===== src/rtl/switch_pkg.sv =====
// Shared types and helpers for the round-robin switch scheduler.
// The destination field is always the low bits of a word.
package switch_pkg;

    localparam int NUM_PORTS_MAX = 16;

    typedef enum logic [1:0] {
        IDLE,
        READ,
        GRANT
    } sched_state_t;

    function automatic int unsigned dest_of(
        input logic [31:0] word,
        input int          dest_w
    );
        logic [31:0] m;
        m = (32'd1 << dest_w) - 32'd1;
        return word & m;
    endfunction

endpackage


===== src/rtl/switch_scheduler_rr_if.sv =====
// RAM-side bus of the scheduler: input RAM read ports,
// ingress write pointers and output RAM write ports.
interface switch_scheduler_rr_if #(
    parameter int NUM_PORTS = 4,
    parameter int DATA_W    = 32,
    parameter int ADDR_W    = 12
);
    logic [NUM_PORTS-1:0][ADDR_W-1:0] in_wr_addr;
    logic [NUM_PORTS-1:0][DATA_W-1:0] in_rd_data;
    logic [NUM_PORTS-1:0]             in_rden;
    logic [NUM_PORTS-1:0][ADDR_W-1:0] in_rd_addr;
    logic [NUM_PORTS-1:0]             out_wr_en;
    logic [NUM_PORTS-1:0][DATA_W-1:0] out_wr_data;
    logic [NUM_PORTS-1:0][ADDR_W-1:0] out_wr_addr;

    modport master (
        input  in_wr_addr,
        input  in_rd_data,
        output in_rden,
        output in_rd_addr,
        output out_wr_en,
        output out_wr_data,
        output out_wr_addr
    );

    modport slave (
        output in_wr_addr,
        output in_rd_data,
        input  in_rden,
        input  in_rd_addr,
        input  out_wr_en,
        input  out_wr_data,
        input  out_wr_addr
    );

endinterface


===== src/rtl/rr_arbiter.sv =====
// Combinational round-robin pick: first request at or above ptr,
// wrapping to the lowest request when none lies above it.
module rr_arbiter #(
    parameter  int N  = 4,
    localparam int PW = (N > 1) ? $clog2(N) : 1
) (
    input  logic [N-1:0]  req,
    input  logic [PW-1:0] ptr,
    output logic [N-1:0]  grant,
    output logic [PW-1:0] next_ptr
);
    logic [N-1:0] hi;
    logic [N-1:0] lo;
    logic         hit_hi;
    logic         hit_lo;

    always_comb begin
        hi     = '0;
        lo     = '0;
        hit_hi = 1'b0;
        hit_lo = 1'b0;
        for (int i = 0; i < N; i++) begin
            if (req[i] && !hit_lo) begin
                lo[i]  = 1'b1;
                hit_lo = 1'b1;
            end
            if (req[i] && (i >= int'(ptr)) && !hit_hi) begin
                hi[i]  = 1'b1;
                hit_hi = 1'b1;
            end
        end
        grant    = hit_hi ? hi : lo;
        next_ptr = ptr;
        for (int i = 0; i < N; i++) begin
            if (grant[i]) begin
                next_ptr = (i == N - 1) ? '0 : PW'(i + 1);
            end
        end
    end

endmodule


===== src/rtl/switch_scheduler_rr.sv =====
// Drains N input RAMs into N output RAMs in 2-cycle READ/GRANT
// rounds, arbitrating each output round-robin among its requesters.
module switch_scheduler_rr
    import switch_pkg::*;
#(
    parameter int NUM_PORTS = 4,
    parameter int DATA_W    = 32,
    parameter int ADDR_W    = 12
) (
    input  logic                  clk,
    input  logic                  rst_n,
    input  logic                  enable,
    switch_scheduler_rr_if.master bus,
    output logic                  drop,
    output logic                  idle
);
    localparam int DEST_W = $clog2(NUM_PORTS);

    sched_state_t state;

    logic [NUM_PORTS-1:0]                mask;
    logic [NUM_PORTS-1:0]                nonempty;
    logic [NUM_PORTS-1:0]                bad;
    logic [NUM_PORTS-1:0]                adv;
    logic [NUM_PORTS-1:0]                wr_en;
    logic [NUM_PORTS-1:0][ADDR_W-1:0]    rd_addr;
    logic [NUM_PORTS-1:0][ADDR_W-1:0]    wr_addr;
    logic [NUM_PORTS-1:0][DATA_W-1:0]    wr_data;
    logic [NUM_PORTS-1:0][DATA_W-1:0]    win_data;
    logic [NUM_PORTS-1:0][DEST_W-1:0]    rr_ptr;
    logic [NUM_PORTS-1:0][DEST_W-1:0]    next_ptr;
    logic [NUM_PORTS-1:0][NUM_PORTS-1:0] req;
    logic [NUM_PORTS-1:0][NUM_PORTS-1:0] grant;

    always_comb begin
        nonempty = '0;
        for (int i = 0; i < NUM_PORTS; i++) begin
            nonempty[i] = rd_addr[i] != bus.in_wr_addr[i];
        end
    end

    assign bus.in_rden     = (state == READ) ? nonempty : '0;
    assign bus.in_rd_addr  = rd_addr;
    assign bus.out_wr_en   = wr_en;
    assign bus.out_wr_data = wr_data;
    assign bus.out_wr_addr = wr_addr;

    assign idle = (state != GRANT) && (nonempty == '0) && (wr_en == '0);

    // req[j][i]: input i wants output j this round
    always_comb begin
        int unsigned d;
        d   = 0;
        req = '0;
        bad = '0;
        for (int i = 0; i < NUM_PORTS; i++) begin
            if (state == GRANT && mask[i]) begin
                d = dest_of(32'(bus.in_rd_data[i]), DEST_W);
                if (d >= unsigned'(NUM_PORTS)) begin
                    bad[i] = 1'b1;
                end
                for (int j = 0; j < NUM_PORTS; j++) begin
                    if (d == unsigned'(j)) begin
                        req[j][i] = 1'b1;
                    end
                end
            end
        end
    end

    for (genvar j = 0; j < NUM_PORTS; j++) begin : g_arb
        rr_arbiter #(
            .N (NUM_PORTS)
        ) u_arb (
            .req      (req[j]),
            .ptr      (rr_ptr[j]),
            .grant    (grant[j]),
            .next_ptr (next_ptr[j])
        );
    end

    always_comb begin
        adv      = bad;
        win_data = '0;
        for (int j = 0; j < NUM_PORTS; j++) begin
            for (int i = 0; i < NUM_PORTS; i++) begin
                if (grant[j][i]) begin
                    adv[i]      = 1'b1;
                    win_data[j] = bus.in_rd_data[i];
                end
            end
        end
    end

    always_ff @(posedge clk or negedge rst_n) begin
        if (!rst_n) begin
            state   <= IDLE;
            mask    <= '0;
            rd_addr <= '0;
            rr_ptr  <= '0;
            wr_en   <= '0;
            wr_data <= '0;
            wr_addr <= '0;
            drop    <= 1'b0;
        end else begin
            wr_en <= '0;
            drop  <= 1'b0;
            // write address moves on only after it was presented
            for (int j = 0; j < NUM_PORTS; j++) begin
                if (wr_en[j]) begin
                    wr_addr[j] <= wr_addr[j] + 1'b1;
                end
            end
            unique case (state)
                IDLE: begin
                    if (enable) begin
                        state <= READ;
                    end
                end
                READ: begin
                    mask  <= nonempty;
                    state <= GRANT;
                end
                GRANT: begin
                    state  <= enable ? READ : IDLE;
                    drop   <= |bad;
                    rr_ptr <= next_ptr;
                    for (int i = 0; i < NUM_PORTS; i++) begin
                        rd_addr[i] <= rd_addr[i] + ADDR_W'(adv[i]);
                    end
                    for (int j = 0; j < NUM_PORTS; j++) begin
                        if (|grant[j]) begin
                            wr_en[j]   <= 1'b1;
                            wr_data[j] <= win_data[j];
                        end
                    end
                end
                default: state <= IDLE;
            endcase
        end
    end

endmodule


===== src/flat_wrapper.sv =====
// flat-port wrapper written by rule: the top's interface ports become plain ports
module switch_scheduler_rr_flat import switch_pkg::*;
#(
    parameter int NUM_PORTS = 4,
    parameter int DATA_W    = 32,
    parameter int ADDR_W    = 12
)
  (clk, rst_n, enable, drop, idle, bus_in_wr_addr, bus_in_rd_data, bus_in_rden, bus_in_rd_addr, bus_out_wr_en, bus_out_wr_data, bus_out_wr_addr);
  switch_scheduler_rr_if #(.NUM_PORTS(NUM_PORTS), .DATA_W(DATA_W), .ADDR_W(ADDR_W)) bus_i ();
  input  logic clk;
  input  logic rst_n;
  input  logic enable;
  output logic drop;
  output logic idle;
  input wire logic [$bits(bus_i.in_wr_addr)-1:0] bus_in_wr_addr;
  input wire logic [$bits(bus_i.in_rd_data)-1:0] bus_in_rd_data;
  output wire logic [$bits(bus_i.in_rden)-1:0] bus_in_rden;
  output wire logic [$bits(bus_i.in_rd_addr)-1:0] bus_in_rd_addr;
  output wire logic [$bits(bus_i.out_wr_en)-1:0] bus_out_wr_en;
  output wire logic [$bits(bus_i.out_wr_data)-1:0] bus_out_wr_data;
  output wire logic [$bits(bus_i.out_wr_addr)-1:0] bus_out_wr_addr;
  assign bus_i.in_wr_addr = bus_in_wr_addr;
  assign bus_i.in_rd_data = bus_in_rd_data;
  assign bus_in_rden = bus_i.in_rden;
  assign bus_in_rd_addr = bus_i.in_rd_addr;
  assign bus_out_wr_en = bus_i.out_wr_en;
  assign bus_out_wr_data = bus_i.out_wr_data;
  assign bus_out_wr_addr = bus_i.out_wr_addr;
  switch_scheduler_rr #(.NUM_PORTS(NUM_PORTS), .DATA_W(DATA_W), .ADDR_W(ADDR_W)) u_core (.clk(clk), .rst_n(rst_n), .enable(enable), .bus(bus_i), .drop(drop), .idle(idle));
endmodule

===== config.mk =====
export PLATFORM = sky130hd
export DESIGN_NAME = switch_scheduler_rr_flat
export DESIGN_NICKNAME = d
export VERILOG_FILES = /design/src/rtl/switch_pkg.sv /design/src/rtl/switch_scheduler_rr_if.sv /design/src/rtl/rr_arbiter.sv /design/src/rtl/switch_scheduler_rr.sv /design/src/flat_wrapper.sv
export SDC_FILE = /design/constraint.sdc
export NUM_CORES = 1
export LEC_CHECK = 0
export ABC_CLOCK_PERIOD_IN_PS = 3500
export BUFFER_PORTS_ARGS = -buffer_cell sky130_fd_sc_hd__clkbuf_2
export CAP_MARGIN = 20
export CORE_MARGIN = 8
export CORE_UTILIZATION = 40
export CTS_CLUSTER_DIAMETER = 100
export DETAILED_ROUTE_END_ITERATION = 6
export GPL_TIMING_DRIVEN = 0
export PLACE_DENSITY_LB_ADDON = 0.25
export SETUP_SLACK_MARGIN = 0.2
export SYNTH_ARGS = -nofsm -noshare
export SYNTH_HDL_FRONTEND = slang
export SYNTH_SLANG_ARGS = --single-unit

===== constraint.sdc =====
create_clock -name clk -period 3.5 [get_ports clk]
set_clock_uncertainty 0.1 [all_clocks]
set_input_delay 0.7 -clock clk [delete_from_list [all_inputs] [get_ports clk]]
set_output_delay 0.7 -clock clk [all_outputs]
set_load 0.05 [all_outputs]

==> out/results.ini <==
[outcome]
status = finished, final reports clean

[floorplanning]
die_y_um = 195
die_x_um = 195
coreArea_um2 = 31600
rows = 65
io_pins = 413
dieArea_um2 = 38200
floorplan.initialDensity = 0.407

[placed_design]
dp_hpwl_um = 37900
port_buffers = 411
place_ws_ns = -0.301
place_inst = 2129
dpl_cell_area_um2 = 15500
place_congestion = 0.888

[worst_setup_path]
path_class = reg2reg
rr_startpoint = u_core.state[0]
critPathLaunchType = flip-flop
reg2reg_to = u_core.bus.in_rd_addr[34]
r2r_cells = 12
cp-end-kind = flip-flop
rrSetupSlack_ns = 0.25
cp.arrival_ns = 3.59
cp_max_fo = 5
required_ns = 3.85

[power_and_ir_drop]
peakVddDrop_mv = 0.575
power_switching_mw = 6.15
swShare = 0.483
pwr-share-seq = 0.343
internal-power_mw = 6.59
pwr-share-clk = 0.221
power.density_nw_per_um2 = 764
pwr-share-comb = 0.436
power_leakage_nw = 7.55

[layout]
drive_gt1_frac = 0.317
syn_to_final_growth_pct = 29.6
antenna_cells = 0
fin_cells = 2194
final_common_cell = clkbuf_2
fin_area_um2 = 16700
layout_common_cells = 414 x clkbuf_2, 241 x dfrtp_1, 131 x nand2_1
finalNetCount = 1964

[grt]
grt.overflow.total = 0
antenna_found_initial = 0
grt_pass1_wl_um = 79700
grtUsageTotal = 0.261
grt_max_degree = 106
grt_pass1_vias = 13700

[clock_tree]
max-clock-path-buffers = 3
root_buffer = clkbuf_16
postCtsHoldBufs = 0
clk_pin_slew_worst_paths_ns = 0.06
h-tree-depth = 1
cts_sinks = 242
cts_tree = done
clk_latency_ns = 0.55
cts_made_buffers = 28

[timing]
post-route-period-util = 0.928
hold_viol = 0
fmax_mhz = 308
period_minus_slack_ns = 3.25
worstMarginPinSlew_ns = 0.938
slew_violations = 0
timing.hold.ws_ns = 0.0422
setup_slack_ns = 0.251
finalSetupViolCount = 0
slew_headroom = 0.372
rsz0062_at_grt = true

[flow_run]
cap_violations = 0

[route]
drc = 0
wl_um = 52400
drt_iter0_markers = 1485
vias = 13400
viasPerCell = 6.12
wl_per_cell_um = 23.9
ant_nets = 0
firstDrtPassIters = 6

[synth]
synth_edf_count = 0
synth-main-ff-cell = dfrtp_1
synth_fp_nets = 1507
synthArstFlopShare = 1.00
synthesis.area_um2 = 12900
avgSynthCellArea_um2 = 9.79
syn_inst = 1314
yosysSeqAreaShare = 0.471
synth_warnings = 0
synth-seq-cells = 242
ys_types = 63

[min_path]
hold_path_class = in2async

[critical path, cell delays in order (launching register included)]
cell and delay, ns:
dfrtp_2 0.46, buf_2 0.17, and4b_2 0.35, buf_4 0.14
a22oi_1 0.08, a21oi_1 0.18, o32ai_2 0.17, or4_4 0.61
ha_1 0.22, ha_1 0.19, and4_1 0.25, nand3_1 0.11
xnor2_1 0.12
[cells in the mapped netlist, types with 3 or more instances]
| master | number | share of area |
|---|---|---|
| a31oi_1 | 30 | 0.015 |
| nor2_1 | 65 | 0.019 |
| o21ai_1 | 4 | 0.0016 |
| ha_1 | 14 | 0.014 |
| o22ai_1 | 91 | 0.044 |
| xor2_1 | 21 | 0.014 |
| nand3_1 | 64 | 0.025 |
| or4_1 | 3 | 0.0018 |
| o32ai_2 | 3 | 0.0038 |
| inv_1 | 17 | 0.0050 |
| or2_2 | 5 | 0.0024 |
| nor2b_1 | 6 | 0.0029 |
| clkbuf_1 | 63 | 0.018 |
| nor3_1 | 5 | 0.0019 |
| nand2_1 | 132 | 0.039 |
| buf_2 | 33 | 0.013 |
| o21a_1 | 3 | 0.0018 |
| a22oi_1 | 9 | 0.0053 |
| a21oi_1 | 104 | 0.040 |
| xnor2_1 | 111 | 0.076 |
| a221o_1 | 30 | 0.023 |
| and2_1 | 12 | 0.0058 |
| a32oi_1 | 4 | 0.0027 |
| a21o_1 | 4 | 0.0023 |
| a221oi_1 | 88 | 0.060 |
| a211o_1 | 4 | 0.0027 |
| o211ai_1 | 33 | 0.019 |
| and3_1 | 12 | 0.0058 |
| a22o_1 | 3 | 0.0020 |
| and4_1 | 5 | 0.0034 |
| mux2_2 | 12 | 0.011 |
| nand4_1 | 41 | 0.020 |
| dfrtp_1 | 242 | 0.47 |
[sequential cells by signal, summed over array words and instances (netlist names)]
register	count
u_core.bus.in_rd_addr	48
u_core.rr_ptr	8
u_core.state	2
u_core.bus.out_wr_addr	48
u_core.mask	4
u_core.bus.out_wr_en	4
u_core.bus.out_wr_data	128
[worst max-delay path by stage]
stage                      startpoint                           to
CTS                   u_core.state[0]                         idle
global route          u_core.state[0]    u_core.bus.in_rd_addr[23]
global placement                rst_n  u_core.bus.out_wr_data[101]
finish                u_core.state[0]    u_core.bus.in_rd_addr[34]
floorplan           bus_in_rd_data[0]    u_core.bus.in_rd_addr[23]
detailed placement  bus_in_rd_data[0]    u_core.bus.in_rd_addr[34]
[timing repair]
action / 4_1_cts / 5_1_grt
cloned: 0 / 1
gates resized for setup: 17 / 33
setup endpoints to repair: 15 / 23
buffers inserted: 1 / 12
pin swaps: 0 / 11
[cells by family after synthesis]
logic type / count (synthesis) / share of synthesized area
mux: 12 / 0.0105
xor+xnor: 132 / 0.0899
other cells: 1 / 0.000291
fa+ha+maj: 14 / 0.0136
flops: 242 / 0.471
compound gates: 426 / 0.236
buf+inv: 117 / 0.0382
simple gates: 370 / 0.141
[metrics by stage]
stage / util / TNS (ns) / power (mW)
floorplan: - / 0 / 8.15
global placement: 0.488 / -873.23 / 9.78
detailed placement: 0.490 / -3.88 / 9.86
CTS: 0.520 / 0 / 12.7
global route: 0.527 / 0 / 13.2
finish: 0.527 / 0 / 12.7
[power by group through the flow]
| stage | combinational (mW) | clock, mW | sequential [mW] |
|---|---|---|---|
| 2_1_floorplan | 1.24 | 0 | 6.90 |
| 3_3_place_gp | 5.42 | 0 | 4.36 |
| 3_5_place_dp | 5.50 | 0 | 4.36 |
| 4_1_cts | 5.53 | 2.88 | 4.33 |
| 5_1_grt | 5.84 | 2.97 | 4.44 |
| 6_report | 5.55 | 2.81 | 4.37 |
[area by class of cell]
cell class                 instances  area (um^2)
tap                              402          503
multi-input combinational        955         6490
fill                            2945        15000
buffer                           100          452
clock buffer                      44          842
clock inverter                     7         40.0
sequential                       242         6060
inverter                          17         63.8
timing repair buffer             427         2220
[routing by layer]
| metal | part of all wire | track usage | wire length (um) |
|---|---|---|---|
| met3 | 0.094 | 0.0585 | 4940 |
| met2 | 0.47 | 0.422 | 24700 |
| met1 | 0.40 | 0.336 | 21000 |
| met4 | 0.032 | 0.0994 | 1700 |
| met5 | 0 | 0 | 0 |
(Power assumes the default switching activity.)
